$ cat src/rtl/muldiv_pkg.sv
// Shared types and op-decode helpers for the RV32M multiply/divide unit.
package muldiv_pkg;

  // RV32M funct3 encoding of the M-extension ops.
  typedef enum logic [2:0] {
    OP_MUL    = 3'd0,
    OP_MULH   = 3'd1,
    OP_MULHSU = 3'd2,
    OP_MULHU  = 3'd3,
    OP_DIV    = 3'd4,
    OP_DIVU   = 3'd5,
    OP_REM    = 3'd6,
    OP_REMU   = 3'd7
  } muldiv_op_e;

  typedef enum logic [1:0] {
    IDLE = 2'd0,
    CALC = 2'd1,
    DONE = 2'd2
  } muldiv_state_e;

  // Divide and remainder ops occupy the upper half of the encoding.
  function automatic logic is_div(input muldiv_op_e op);
    return op[2];
  endfunction

  // Operand A (rs1) is treated as two's complement.
  function automatic logic a_signed(input muldiv_op_e op);
    return (op == OP_MULH) || (op == OP_MULHSU) || (op == OP_DIV) || (op == OP_REM);
  endfunction

  // Operand B (rs2) is treated as two's complement.
  function automatic logic b_signed(input muldiv_op_e op);
    return (op == OP_MULH) || (op == OP_DIV) || (op == OP_REM);
  endfunction

endpackage

$ cat src/rtl/muldiv_unit.sv
// Iterative RV32M multiply/divide unit: radix-2 shift-add multiply and
// restoring divide on operand magnitudes, one bit per cycle, with the sign
// applied on the final iteration. Divide-by-zero and signed overflow bypass
// the iteration and finish two cycles after accept.
module muldiv_unit
  import muldiv_pkg::*;
#(
  parameter int XLEN = 32
) (
  input  logic            clk_i,
  input  logic            rst_i,
  input  logic            start_i,
  input  logic [2:0]      op_i,
  input  logic [XLEN-1:0] rs1_i,
  input  logic [XLEN-1:0] rs2_i,
  output logic            busy_o,
  output logic            done_o,
  output logic [XLEN-1:0] result_o
);

  localparam int CNTW = $clog2(XLEN) + 1;
  localparam logic [XLEN-1:0] MOST_NEG = {1'b1, {(XLEN-1){1'b0}}};

  // Architectural state.
  muldiv_state_e   r_state;
  muldiv_op_e      r_op;
  logic [XLEN-1:0] r_a;       // |A|: multiplicand
  logic [XLEN-1:0] r_b;       // |B|: divisor
  logic [XLEN-1:0] r_acc;     // product high half / partial remainder / special result
  logic [XLEN-1:0] r_shf;     // multiplier bits out, or dividend bits out / quotient bits in
  logic [CNTW-1:0] r_cnt;
  logic            r_neg_a;
  logic            r_neg_b;
  logic            r_spec;    // special-case result parked in r_acc, not yet published
  logic            r_busy;
  logic            r_done;
  logic [XLEN-1:0] r_result;

  // Accept-time decode of the request.
  muldiv_op_e      w_op;
  logic            w_neg_a;
  logic            w_neg_b;
  logic [XLEN-1:0] w_mag_a;
  logic [XLEN-1:0] w_mag_b;
  logic            w_div0;
  logic            w_ovf;
  logic [XLEN-1:0] w_spec_val;

  assign w_op    = muldiv_op_e'(op_i);
  assign w_neg_a = a_signed(w_op) & rs1_i[XLEN-1];
  assign w_neg_b = b_signed(w_op) & rs2_i[XLEN-1];
  // Negating the most-negative value yields 2^(XLEN-1), which is exactly
  // its magnitude when read as unsigned.
  assign w_mag_a = w_neg_a ? -rs1_i : rs1_i;
  assign w_mag_b = w_neg_b ? -rs2_i : rs2_i;
  assign w_div0  = is_div(w_op) && (rs2_i == '0);
  assign w_ovf   = ((w_op == OP_DIV) || (w_op == OP_REM)) &&
                   (rs1_i == MOST_NEG) && (rs2_i == '1);

  // Special-case results: divide by zero, then signed overflow.
  always_comb begin
    // NOTE: every always_comb output gets a default first so no path infers a latch.
    w_spec_val = '0;
    if (w_div0) begin
      w_spec_val = ((w_op == OP_DIV) || (w_op == OP_DIVU)) ? '1 : rs1_i;
    end else if (w_ovf) begin
      w_spec_val = (w_op == OP_DIV) ? MOST_NEG : '0;
    end
  end

  // One multiply step: conditionally add, then shift {acc, shf} right.
  logic [XLEN:0]   w_sum;
  logic [XLEN-1:0] w_mul_acc;
  logic [XLEN-1:0] w_mul_shf;

  assign w_sum     = {1'b0, r_acc} + {1'b0, r_a};
  assign w_mul_acc = r_shf[0] ? w_sum[XLEN:1] : {1'b0, r_acc[XLEN-1:1]};
  assign w_mul_shf = {(r_shf[0] ? w_sum[0] : r_acc[0]), r_shf[XLEN-1:1]};

  // One restoring-divide step: shift in the next dividend bit, trial subtract.
  logic [XLEN:0]   w_rem_sh;
  logic [XLEN-1:0] w_diff;
  logic            w_ge;
  logic [XLEN-1:0] w_div_acc;
  logic [XLEN-1:0] w_div_shf;

  assign w_rem_sh  = {r_acc, r_shf[XLEN-1]};
  assign w_ge      = (w_rem_sh >= {1'b0, r_b});
  // When the subtraction is kept the true difference is below |B|, so the
  // low XLEN bits are exact.
  assign w_diff    = w_rem_sh[XLEN-1:0] - r_b;
  assign w_div_acc = w_ge ? w_diff : w_rem_sh[XLEN-1:0];
  assign w_div_shf = {r_shf[XLEN-2:0], w_ge};

  // Next datapath values; shared registers serve both algorithms.
  logic [XLEN-1:0]   w_acc_n;
  logic [XLEN-1:0]   w_shf_n;
  logic [2*XLEN-1:0] w_prod;
  logic [2*XLEN-1:0] w_prod_fix;
  logic [XLEN-1:0]   w_quo;
  logic [XLEN-1:0]   w_rem;
  logic [XLEN-1:0]   w_final;

  assign w_acc_n    = is_div(r_op) ? w_div_acc : w_mul_acc;
  assign w_shf_n    = is_div(r_op) ? w_div_shf : w_mul_shf;
  assign w_prod     = {w_acc_n, w_shf_n};
  assign w_prod_fix = (r_neg_a ^ r_neg_b) ? -w_prod : w_prod;
  assign w_quo      = (r_neg_a ^ r_neg_b) ? -w_shf_n : w_shf_n;
  assign w_rem      = r_neg_a ? -w_acc_n : w_acc_n;

  // Sign-corrected result selection for the final iteration.
  always_comb begin
    w_final = w_prod_fix[XLEN-1:0];
    case (r_op)
      OP_MUL:                       w_final = w_prod_fix[XLEN-1:0];
      OP_MULH, OP_MULHSU, OP_MULHU: w_final = w_prod_fix[2*XLEN-1:XLEN];
      OP_DIV, OP_DIVU:              w_final = w_quo;
      default:                      w_final = w_rem;
    endcase
  end

  // Control FSM and datapath registers.
  always_ff @(posedge clk_i) begin
    // NOTE: datapath registers are reset along with control so an aborted
    // operation leaves nothing stale behind; sequential state uses <= only.
    if (rst_i) begin
      r_state  <= IDLE;
      r_op     <= OP_MUL;
      r_a      <= '0;
      r_b      <= '0;
      r_acc    <= '0;
      r_shf    <= '0;
      r_cnt    <= '0;
      r_neg_a  <= 1'b0;
      r_neg_b  <= 1'b0;
      r_spec   <= 1'b0;
      r_busy   <= 1'b0;
      r_done   <= 1'b0;
      r_result <= '0;
    end else begin
      case (r_state)
        IDLE: begin
          if (start_i) begin
            r_op    <= w_op;
            r_a     <= w_mag_a;
            r_b     <= w_mag_b;
            r_neg_a <= w_neg_a;
            r_neg_b <= w_neg_b;
            r_cnt   <= CNTW'(XLEN);
            r_busy  <= 1'b1;
            if (w_div0 || w_ovf) begin
              r_acc   <= w_spec_val;
              r_shf   <= '0;
              r_spec  <= 1'b1;
              r_state <= DONE;
            end else begin
              r_acc   <= '0;
              r_shf   <= is_div(w_op) ? w_mag_a : w_mag_b;
              r_state <= CALC;
            end
          end
        end

        CALC: begin
          r_acc <= w_acc_n;
          r_shf <= w_shf_n;
          r_cnt <= r_cnt - CNTW'(1);
          if (r_cnt == CNTW'(1)) begin
            r_result <= w_final;
            r_done   <= 1'b1;
            r_state  <= DONE;
          end
        end

        DONE: begin
          if (r_spec) begin
            // Special case publishes its parked result one cycle after entry.
            r_result <= r_acc;
            r_done   <= 1'b1;
            r_spec   <= 1'b0;
          end else begin
            r_done  <= 1'b0;
            r_busy  <= 1'b0;
            r_state <= IDLE;
          end
        end

        default: r_state <= IDLE;
      endcase
    end
  end

  assign busy_o   = r_busy;
  assign done_o   = r_done;
  assign result_o = r_result;

endmodule

$ cat config.mk
export PLATFORM = sky130hd
export DESIGN_NAME = muldiv_unit
export DESIGN_NICKNAME = d
export VERILOG_FILES = /design/src/rtl/muldiv_pkg.sv /design/src/rtl/muldiv_unit.sv
export SDC_FILE = /design/constraint.sdc
export NUM_CORES = 1
export LEC_CHECK = 0
export ABC_CLOCK_PERIOD_IN_PS = 6400
export CAP_MARGIN = 25
export CELL_PAD_IN_SITES_DETAIL_PLACEMENT = 2
export CELL_PAD_IN_SITES_GLOBAL_PLACEMENT = 2
export CORE_MARGIN = 4
export CORE_UTILIZATION = 35
export CTS_CLUSTER_DIAMETER = 30
export CTS_CLUSTER_SIZE = 25
export DETAILED_ROUTE_END_ITERATION = 10
export PLACE_DENSITY_LB_ADDON = 0.1
export SETUP_SLACK_MARGIN = 0.3
export SLEW_MARGIN = 20
export SYNTH_ARGS = -nofsm -noshare
export SYNTH_HDL_FRONTEND = slang
export SYNTH_SLANG_ARGS = --single-unit
$ cat constraint.sdc
create_clock -name clk_i -period 6.4 [get_ports clk_i]
set_input_delay 1.28 -clock clk_i [delete_from_list [all_inputs] [get_ports clk_i]]
set_output_delay 1.28 -clock clk_i [all_outputs]
set_load 0.02 [all_outputs]
# [Yosys cells after proc, flatten, opt, wreduce, memory -nomap -nowiden]
# Index checks and enable logic that the tools add are counted.
[totals] word_cells=112 ff_bits=176 in_bits=70 latchBits=0 memories=0 mem_bits_rw=0 mem_bits_ro=0
[classes] n_shift=0 mul=0 mux=41 eq_ne=20 n_div=0 bitwise=3 add_sub_neg=8 n_lt_le_gt_ge=1 n_reduce_logical=26
[op_table] operator="32-bit two-way mux" n=19
[op_table] operator="32-bit one-hot mux with 2 select lines" n=3
[op_table] operator="32-bit negator" n=4
[op_table] operator="32-bit one-hot mux with 3 select lines" n=1
[op_table] operator="32-bit == test, second input constant" n=2
[op_table] operator="64-bit two-way mux" n=1
[op_table] operator="64-bit negator" n=1
[op_table] operator="32-bit by 32-bit adder with 33-bit output" n=1
[op_table] operator="33-bit by 32-bit >= comparator with 1-bit output" n=1
[op_table] operator="32-bit logical NOT" n=1
[op_table] operator="32-bit subtractor" n=1
[op_table] operator="3-bit == test, second input constant" n=5
[op_table] operator="6-bit one-hot mux with 2 select lines" n=1
[op_table] operator="3-bit AND reduction" n=4
[op_table] operator="2-bit inequality test, second input constant" n=5
[op_table] operator="3-bit by 2-bit == test with 1-bit output, second input constant" n=3
[op_table] operator="1-bit logical OR" n=8
[op_table] operator="2-bit two-way mux" n=4
[op_table] operator="1-bit two-way mux" n=7
[op_table] operator="3-bit by 1-bit == test with 1-bit output, second input constant" n=2
[op_table] operator="6-bit by 1-bit == test with 1-bit output, second input constant" n=1
[op_table] operator="6-bit two-way mux" n=1
[op_table] operator="1-bit one-hot mux with 2 select lines" n=3
[op_table] operator="2-bit one-hot mux with 3 select lines" n=1
[op_table] operator="12 further kinds" n=19

# [Depth between registers and ports, before layout]
# Gate-level depths: netlist of run 1.
[depth] depth_word=10 ltp_mapped=25

# [Worst setup path after synthesis of run 1]
# No wires, ideal clock.
[synth_path] path_kind="reg2reg" start="register r_op[2]" end="register r_result[0], in the netlist result_o[0]" stages_incl_launch_ff=25 setup_time_ns=0.078 required_time_ns=6.322 t_arrival_ns=4.891 n_path_buf=10 path_slack_ns=1.431 cell_sequence="dfxtp_1 > buf_2 > buf_2 > buf_2 > buf_2 > buf_2 > buf_1 > buf_2 > buf_2 > buf_2 > clkbuf_1 > o21a_1 > inv_1 > ha_1 > o211ai_1 > o21bai_1 > or3_1 > nor2_1 > a21oi_1 > xnor2_1 > a211oi_1 > a21oi_1 > a2111oi_0 > a211oi_1 > nor3_1"
[synth_via] elab_chain_len=6 elab_cells_between_ends=19 classes_between="add/sub (3); eq/ne (5); mux (8); reduce/logical (3)"
[synth_lines] element="start: declaration" line="muldiv_unit.sv:26" rtl="muldiv_op_e r_op;"
[synth_lines] element="start signal: assignment" line="muldiv_unit.sv:144" rtl="r_op <= w_op;"
[synth_lines] element="32-bit two-way mux, on equally long branches" line="muldiv_unit.sv:105, muldiv_unit.sv:104"
[synth_lines] element="64-bit negator (tied with other cells)" line="muldiv_unit.sv:107" rtl="assign w_prod_fix = (r_neg_a ^ r_neg_b) ? -w_prod : w_prod;"
[synth_lines] element="64-bit two-way mux (tied with other cells)" line="muldiv_unit.sv:107"
[synth_lines] element="32-bit one-hot mux with 3 select lines *" line="muldiv_unit.sv:114" rtl="case (r_op)"
[synth_lines] element="32-bit two-way mux *" line="muldiv_unit.sv:168" rtl="if (r_cnt == CNTW'(1)) begin"
[synth_lines] element="32-bit one-hot mux with 2 select lines *" line="muldiv_unit.sv:141" rtl="case (r_state)"
[synth_lines] element="end signal: assignment" line="muldiv_unit.sv:169" rtl="r_result <= w_final;"
[synth_lines] element="end signal: assignment" line="muldiv_unit.sv:178" rtl="r_result <= r_acc;"
[synth_lines] element="end: declaration" line="muldiv_unit.sv:37" rtl="logic [XLEN-1:0] r_result;"
# Every way passes the cells marked *; elsewhere a longest branch is shown, timed or not. The select of a mux whose other input is x is not followed.
# A chain may end at the register's enable or synchronous reset.

# [Worst setup path after layout of run 1]
[layout_path] start="register r_acc[7]" end="register r_result[22], in the netlist result_o[22]"
[layout_via] elab_chain_len=8 elab_cells_between_ends=16 classes_between="add/sub (5); order compare (1); mux (10)"
[layout_lines] element="start: declaration" line="muldiv_unit.sv:29" rtl="logic [XLEN-1:0] r_acc;"
[layout_lines] element="start signal: assignment" line="muldiv_unit.sv:152" rtl="r_acc <= w_spec_val;"
[layout_lines] element="start signal: assignment" line="muldiv_unit.sv:165" rtl="r_acc <= w_acc_n;"
[layout_lines] element="32-bit by 32-bit adder with 33-bit output (tied with other cells)" line="muldiv_unit.sv:76" rtl="assign w_sum = {1'b0, r_acc} + {1'b0, r_a};"
[layout_lines] element="32-bit two-way mux, on equally long branches" line="muldiv_unit.sv:77, muldiv_unit.sv:92"
[layout_lines] element="32-bit two-way mux" line="muldiv_unit.sv:104" rtl="assign w_acc_n = is_div(r_op) ? w_div_acc : w_mul_acc;"
[layout_lines] element="64-bit negator / 32-bit negator (equally long branches)" line="muldiv_unit.sv:107, muldiv_unit.sv:109"
[layout_lines] element="64-bit two-way mux / 32-bit two-way mux (equally long branches)" line="muldiv_unit.sv:107, muldiv_unit.sv:109"
[layout_lines] element="32-bit one-hot mux with 3 select lines *" line="muldiv_unit.sv:114"
[layout_lines] element="32-bit two-way mux *" line="muldiv_unit.sv:168"
[layout_lines] element="32-bit one-hot mux with 2 select lines *" line="muldiv_unit.sv:141"
# Marks and branches as above.

==> results.tsv, run 1 <==
stage	metric	value	unit
sta	skew	0.0215	ns
sta	slew_headroom	0.264	
global_route	grt_antenna_before_repair	6	
cells_and_area	final_cell_count_no_fill	3061	
synth	synth_common_cells	nand2_1 (267), nor2_1 (252), a21oi_1 (244), o21ai_0 (191), dfxtp_1 (176)	
synth	syn_nets	2535	
drt	drt_first_pass_iters	5	
critical_path	critPathTopFamily	simple AND/OR/NAND/NOR gates	
synth	yosysUniqueCellTypes	98	
die	initial_core_util	0.357	
sta	hold_ws	0.449	ns
critical_path	cp_slowest_cell	dfxtp_1	
die	fp-row-count	79	
die	die_h	227	um
min_path	hold_depth	2	
clock_tree	clock_latency	0.52	ns
drt	drc_errors	0	
critical_path	cpPeakStageDelay	0.62	ns
power	total_power	4.85	mW
min_path	hold_class	register to register	
drt	drtAntennaViolNets	0	
sta	max_freq	0.173	GHz
clock_tree	cts_hold_buf	0	
sta	rsz0062_at_grt	no	
critical_path	criticalPathCategory	register to register	
critical_path	critPathBufInv	2	
synth	syn-cell-area	0.0167	mm^2
cells_and_area	layout.nets	2584	
critical_path	worst-path-stages	21	
synth	ys_warn_count	0	
cells_and_area	seqCellArea	0.00353	mm^2
synth	async_flop_share	0	
place	hpwlAfterDp	78.6	mm
die	die_x	227	um
critical_path	path_cells	ha_1 > and2_1 > a221oi_2 > o32a_2 > a31oi_4 > nor2_4 > nand2_1 > o21a_1 > inv_1 > ha_1 > o211ai_1 > o21bai_1 > nor4_1 > nand2_1 > nor4_4 > buf_4 > and2_0 > nand2_1 > a211oi_1 > a211oi_1 > o21a_1	
job	cap_violations	0	
synth	synth.avg_cell_area	7.00	um^2
die	coreArea	0.0470	mm^2
sta	period_needed	5.78	ns
sta	setup_violations	0	
critical_path	crit_path_end_kind	register	
clock_tree	cts_buffers	17	
synth	synth-seq-cells	176	
critical_path	arrival	6.19	ns
sta	slew_violations	0	
synth	synth_area_leaders	dfxtp_1 (21%), a21oi_1 (7.3%), nand2_1 (6.0%), o21ai_0 (5.7%), nor2_1 (5.6%)	
critical_path	crit_fanout	9	
drt	vias_per_cell	6.62	
power	peakVddDrop	0.178	mV
run_status	outcome	finished, final reports clean	
clock_tree	cts_tree	built	
drt	wl_per_cell	32.3	um
sta	tns	0	ns
clock_tree	clk_path_buf_depth	2	
die	io_pins	104	
die	die_area	0.0514	mm^2
critical_path	crit_top_cell	nand2_1	
cells_and_area	fin_area	0.0192	mm^2
drt	drtIter0Drc	1997	
critical_path	worstSetupStartpointType	register	
power	power.density	253	mW/mm^2
synth	synth-edff-count	0	
synth	synth_flop_cell	dfxtp_1	
cells_and_area	area_growth	14.6	%
sta	post-route-period-util	0.903	
cells_and_area	multi_input_area	0.0124	mm^2
synth	yosys.area.top_type_share	0.210	
place	place_congestion	0.973	
clock_tree	cts_sinks	176	
place	dp_cells	3023	
global_route	grt-ovfl-total	0	
synth	netlist.top_cell.by_area	dfxtp_1	
clock_tree	clkSlewWorstSetupHoldPaths	0.09	ns
global_route	grt_pass1_wl	142	mm
cells_and_area	drive_gt1_frac	0.0721	
global_route	grt_max_degree	86	
synth	yosysMostFrequentCell	nand2_1	
drt	wirelength	98.7	mm
place	placed_area	0.0185	mm^2
synth	postSynthCellCount	2392	
global_route	grt_usage	0.375	
critical_path	reg2reg_depth	21	
synth	ys_seq_area_frac	0.210	
sta	worst_slew_pin_slew	1.10	ns
sta	finalHoldViolCount	0	
global_route	grt_pass1_vias	20100	
clock_tree	clock-root-buffer	clkbuf_16	
place	port-buffer-count	103	
clock_tree	htree_levels	4	
cells_and_area	fill_cells	5580	
cells_and_area	num_antenna_cells	0	
power	power_leakage	7.17	nW
drt	vias	20200	
critical_path	worstPathRequired	6.81	ns
==> state kept, by name, summed over array words and instances, names as in the netlist <==
register / cells
r_acc: 32
r_op: 3
r_a: 32
r_cnt: 6
r_b: 32
r_shf: 32
done_o: 1
r_neg_a: 1
r_state: 2
result_o: 32
r_neg_b: 1
busy_o: 1
r_spec: 1
==> worst paths after layout <==
kind	start	to	slack (ns)
max	r_acc[7]$_SDFFE_PP0P_	result_o[22]$_SDFFE_PP0P_	0.62
min	result_o[18]$_SDFFE_PP0P_	result_o[18]$_SDFFE_PP0P_	0.45
max reg2reg	r_acc[7]$_SDFFE_PP0P_	result_o[22]$_SDFFE_PP0P_	0.62
min reg2reg	result_o[18]$_SDFFE_PP0P_	result_o[18]$_SDFFE_PP0P_	0.45
==> tightest hold or removal path, stage by stage (launching register included) <==
cell	delay, ns
dfxtp_1	0.32
nand2_1	0.05
nand2_1	0.04
==> layer usage <==
| layer | wire length, um | global-route usage | up-vias |
|---|---|---|---|
| li1 | - | - | 8906 |
| met1 | 43400 | 0.510 | 10300 |
| met2 | 42700 | 0.573 | 821 |
| met3 | 7660 | 0.0808 | 181 |
| met4 | 4870 | 0.165 | 10 |
| met5 | 56 | 0 | - |
==> final cells by class <==
type,count,share of cell area
Inverter,75,0.0149
Timing Repair Buffer,187,0.0861
Clock buffer,17,0.0222
Sequential cell,176,0.184
Clock inverter,15,0.00835
Multi-Input combinational cell,1984,0.645
Tap cell,607,0.0396
==> cell usage in the layout, fill, tap and decap left out, drive strengths merged, types with 9 or more instances in the layout <==
cell           instances
a311oi                 9
nand2b                33
a211o                  9
or3                   19
xor2                  53
o21a                  17
mux2i                 66
a21oi                244
clkdlybuf4s50        101
a221oi                17
and3                  17
o21ai                200
xnor2                 81
a211oi                85
nand2                267
dfxtp                176
clkbuf                18
nor3                  65
o31ai                 18
o221ai                13
ha                    71
nand3                 58
nor4                  26
buf                   85
inv                   84
a31oi                 70
o21bai                11
nor2                 254
o2111ai               12
and2                  16
or2                   12
o211ai                24
nor2b                 26
a21o                  32
nand4                 24
==> cell families (layout without fill, tap and decap cells) <==
| kind of cell | after synthesis | after routing | share of synthesized area |
|---|---|---|---|
| AO/OA/AOI/OAI | 846 | 846 | 0.323 |
| XOR/XNOR | 134 | 134 | 0.0701 |
| adder cells (fa/ha/maj) | 73 | 73 | 0.0555 |
| buffers and inverters | 232 | 294 | 0.0543 |
| flip-flops | 176 | 176 | 0.210 |
| multiplexers | 74 | 74 | 0.0448 |
| AND/OR/NAND/NOR | 857 | 857 | 0.242 |
==> repair_timing <==
action	4_1_cts	5_1_grt
buffers inserted	0	5
resized for setup	0	1
endpoints found under the setup margin	0	6
hold endpoints to repair	0	0
==> per-stage QoR <==
stage,utilization,worst slack (ns)
global route,0.408,0.432
detailed placement,0.395,0.568
floorplan,-,1.43
CTS,0.407,0.543
finish,0.408,0.619
global placement,0.395,0.747
==> power by group <==
group | leakage (nW) | switching, mW | internal [mW]
combinational | 5.44 | 1.62 | 0.751
sequential | 1.44 | 0.155 | 1.19
clock | 0.290 | 0.604 | 0.524
(Power assumes the default switching activity.)
==> run 2: changes to the inputs <==
--- a/config.mk
+++ b/config.mk
@@ -5,12 +5,12 @@
 export SDC_FILE = /design/constraint.sdc
 export NUM_CORES = 1
 export LEC_CHECK = 0
-export ABC_CLOCK_PERIOD_IN_PS = 6400
+export ABC_CLOCK_PERIOD_IN_PS = 6900
 export CAP_MARGIN = 25
 export CELL_PAD_IN_SITES_DETAIL_PLACEMENT = 2
 export CELL_PAD_IN_SITES_GLOBAL_PLACEMENT = 2
 export CORE_MARGIN = 4
-export CORE_UTILIZATION = 35
+export CORE_UTILIZATION = 38
 export CTS_CLUSTER_DIAMETER = 30
 export CTS_CLUSTER_SIZE = 25
 export DETAILED_ROUTE_END_ITERATION = 10
==> constraint.sdc (replaced) <==
create_clock -name clk_i -period 6.9 [get_ports clk_i]
set_input_delay 1.38 -clock clk_i [delete_from_list [all_inputs] [get_ports clk_i]]
set_output_delay 1.38 -clock clk_i [all_outputs]
set_load 0.02 [all_outputs]
==> run 2 against run 1 <==
Design area fell by 1.6%. Clock skew fell by 0.0074 ns. Combinational power fell by 8%. Largest power group unchanged. Sequential power fell by 7%. Register-to-register slack improved by 0.14 ns. Critical path depth did not move. First-iteration DRC count rose by 18%. Final cell count fell by 1.7%. Worst hold slack barely moved. Setup slack improved by 0.14 ns. Power fell by 8.7%. Count of clock-buffer cells in the layout rose by 4.
==> results.tsv, run 2 (same netlist as run 1, synthesis figures left out) <==
stage	metric	value	unit	change
run_status	outcome	finished, final reports clean		
critical_path	cp_slowest_cell	dfxtp_1		
drt	vias_per_cell	6.74		+1.9%
place	port-buffer-count	103		unchanged
drt	wirelength	96.7	mm	-2.1%
die	io_pins	104		unchanged
drt	vias	20300		+0.18%
power	power.density	235	mW/mm^2	-7.2%
sta	max_freq	0.163	GHz	-5.8%
sta	rsz0062_at_grt	no		
cells_and_area	fill_cells	5240		-6.1%
clock_tree	clock_latency	0.49	ns	-0.03 ns
sta	hold_ws	0.448	ns	-0.000281 ns
cells_and_area	drive_gt1_frac	0.0570		-0.0151
global_route	grt_usage	0.396		+0.0210
die	die_area	0.0475	mm^2	-7.6%
clock_tree	clk_path_buf_depth	2		unchanged
global_route	grt_antenna_before_repair	16		+10
die	coreArea	0.0434	mm^2	-7.6%
sta	worst_slew_pin_slew	1.12	ns	+0.0256 ns
critical_path	cpPeakStageDelay	0.62	ns	about the same
clock_tree	htree_levels	4		unchanged
critical_path	worstPathRequired	7.31	ns	+0.50 ns
sta	slew_violations	0		unchanged
critical_path	criticalPathCategory	register to register		
cells_and_area	layout.nets	2550		-1.3%
sta	slew_headroom	0.244		-0.0197
clock_tree	clkSlewWorstSetupHoldPaths	0.08	ns	about the same
place	placed_area	0.0183	mm^2	-1.3%
drt	drtIter0Drc	2348		+18%
global_route	grt_pass1_wl	140	mm	-0.85%
job	cap_violations	0		unchanged
drt	drc_errors	0		unchanged
sta	period_needed	6.14	ns	+0.358 ns
clock_tree	cts_tree	built		
global_route	grt-ovfl-total	0		unchanged
critical_path	crit_fanout	12		+3
sta	tns	0	ns	unchanged
sta	finalHoldViolCount	0		unchanged
place	hpwlAfterDp	76.4	mm	-2.8%
clock_tree	clock-root-buffer	clkbuf_16		
sta	post-route-period-util	0.890		-0.0135
clock_tree	postCtsSetupRepairBufs	0		unchanged
sta	skew	0.0141	ns	-0.00738 ns
place	place_congestion	0.971		-0.18%
cells_and_area	area_growth	12.7	%	
sta	setup_violations	0		unchanged
die	die_x	218	um	-3.9%
power	peakVddDrop	0.201	mV	+13%
cells_and_area	final_cell_mix	nand2_1 (267), nor2_1 (250), a21oi_1 (244)		
die	initial_core_util	0.386		+0.0295
global_route	grt_pass1_vias	20500		+1.9%
cells_and_area	final_common_cell	nand2_1		
cells_and_area	fin_area	0.0189	mm^2	-1.6%
critical_path	arrival	6.55	ns	+0.36 ns
critical_path	worstSetupStartpointType	register		
clock_tree	cts_buffers	17		unchanged
min_path	hold_class	register to register		
critical_path	path_cells	ha_1 > a21o_1 > a221oi_2 > o32a_2 > a31oi_4 > nor2_4 > nand2_1 > o21a_1 > inv_1 > ha_1 > o211ai_1 > o21bai_1 > or3_1 > nor2_1 > a21oi_1 > and3_1 > a211oi_1 > a21oi_1 > a2111oi_0 > a211oi_1 > nor3_1		
power	power_leakage	6.98	nW	-2.7%
power	total_power	4.43	mW	-8.7%
global_route	grt_max_degree	85		-1.2%
drt	drt_first_pass_iters	5		unchanged
die	fp-row-count	76		-3.8%
drt	drtAntennaViolNets	0		unchanged
drt	wl_per_cell	32.1	um	-0.37%
die	die_h	218	um	-3.9%
critical_path	crit_path_end_kind	register		
clock_tree	cts_hold_buf	0		unchanged
clock_tree	cts_sinks	176		unchanged
==> run 2: worst max-delay path, delay by kind of cell, from the launching register on <==
family / cells / cell delay (ns)
fa+ha+maj: 2 / 0.59
buf+inv: 1 / 0.06
simple gates: 6 / 2.02
flops: 1 / 0.62
compound gates: 12 / 2.75
==> run 2: final timing paths <==
check / start / end / slack [ns] / cells past startpoint
setup / recovery: r_acc[5]$_SDFFE_PP0P_ / result_o[0]$_SDFFE_PP0P_ / 0.76 / 21
hold / removal: result_o[5]$_SDFFE_PP0P_ / result_o[5]$_SDFFE_PP0P_ / 0.45 / 2
setup reg to reg: r_acc[5]$_SDFFE_PP0P_ / result_o[0]$_SDFFE_PP0P_ / 0.76 / 21
hold reg to reg: result_o[5]$_SDFFE_PP0P_ / result_o[5]$_SDFFE_PP0P_ / 0.45 / 2
==> run 2: area by class of cell <==
class                      count  area, um^2  area share
multi-input combinational   1985       12400       0.655
sequential                   176        3530       0.187
timing repair buffer         152        1400      0.0741
tap                          585         732      0.0388
clock buffer                  21         450      0.0239
inverter                      75         287      0.0152
clock inverter                10         104     0.00550
antenna                        5        12.5    0.000663
==> run 2: where the power goes <==
group | switching [mW] | leakage [nW] | internal [mW] | total (mW)
combinational | 1.51 | 5.27 | 0.675 | 2.18
sequential | 0.145 | 1.44 | 1.11 | 1.25
clock | 0.485 | 0.268 | 0.510 | 0.995
==> run 2: per-layer routing <==
layer,GRT usage,up-vias,part of all wire
li1,-,8838,-
met1,0.527,10200,0.42
met2,0.599,986,0.43
met3,0.0835,237,0.085
met4,0.217,10,0.064
met5,0,-,0.00081
==> run 2: timing repair <==
item,CTS,global route
endpoints found under the setup margin,0,1
gates resized for setup,0,0
hold endpoints to repair,0,0
==> run 2: per-stage QoR <==
stage,utilization,worst slack (ns),std cells
after floorplan,-,1.93,2392
after global placement,0.422,1.02,2971
after detailed placement,0.422,0.896,2972
after CTS,0.435,0.775,3003
after global routing,0.435,0.380,3004
final,0.435,0.761,3009
==> run 3: changes to the inputs <==
--- a/config.mk
+++ b/config.mk
@@ -12,7 +12,6 @@
 export CORE_MARGIN = 4
 export CORE_UTILIZATION = 38
 export CTS_CLUSTER_DIAMETER = 30
-export CTS_CLUSTER_SIZE = 25
 export DETAILED_ROUTE_END_ITERATION = 10
 export PLACE_DENSITY_LB_ADDON = 0.1
 export SETUP_SLACK_MARGIN = 0.3
==> results of run 3 <==
The final DEF is identical to that of run 2; final timing and power are the same.
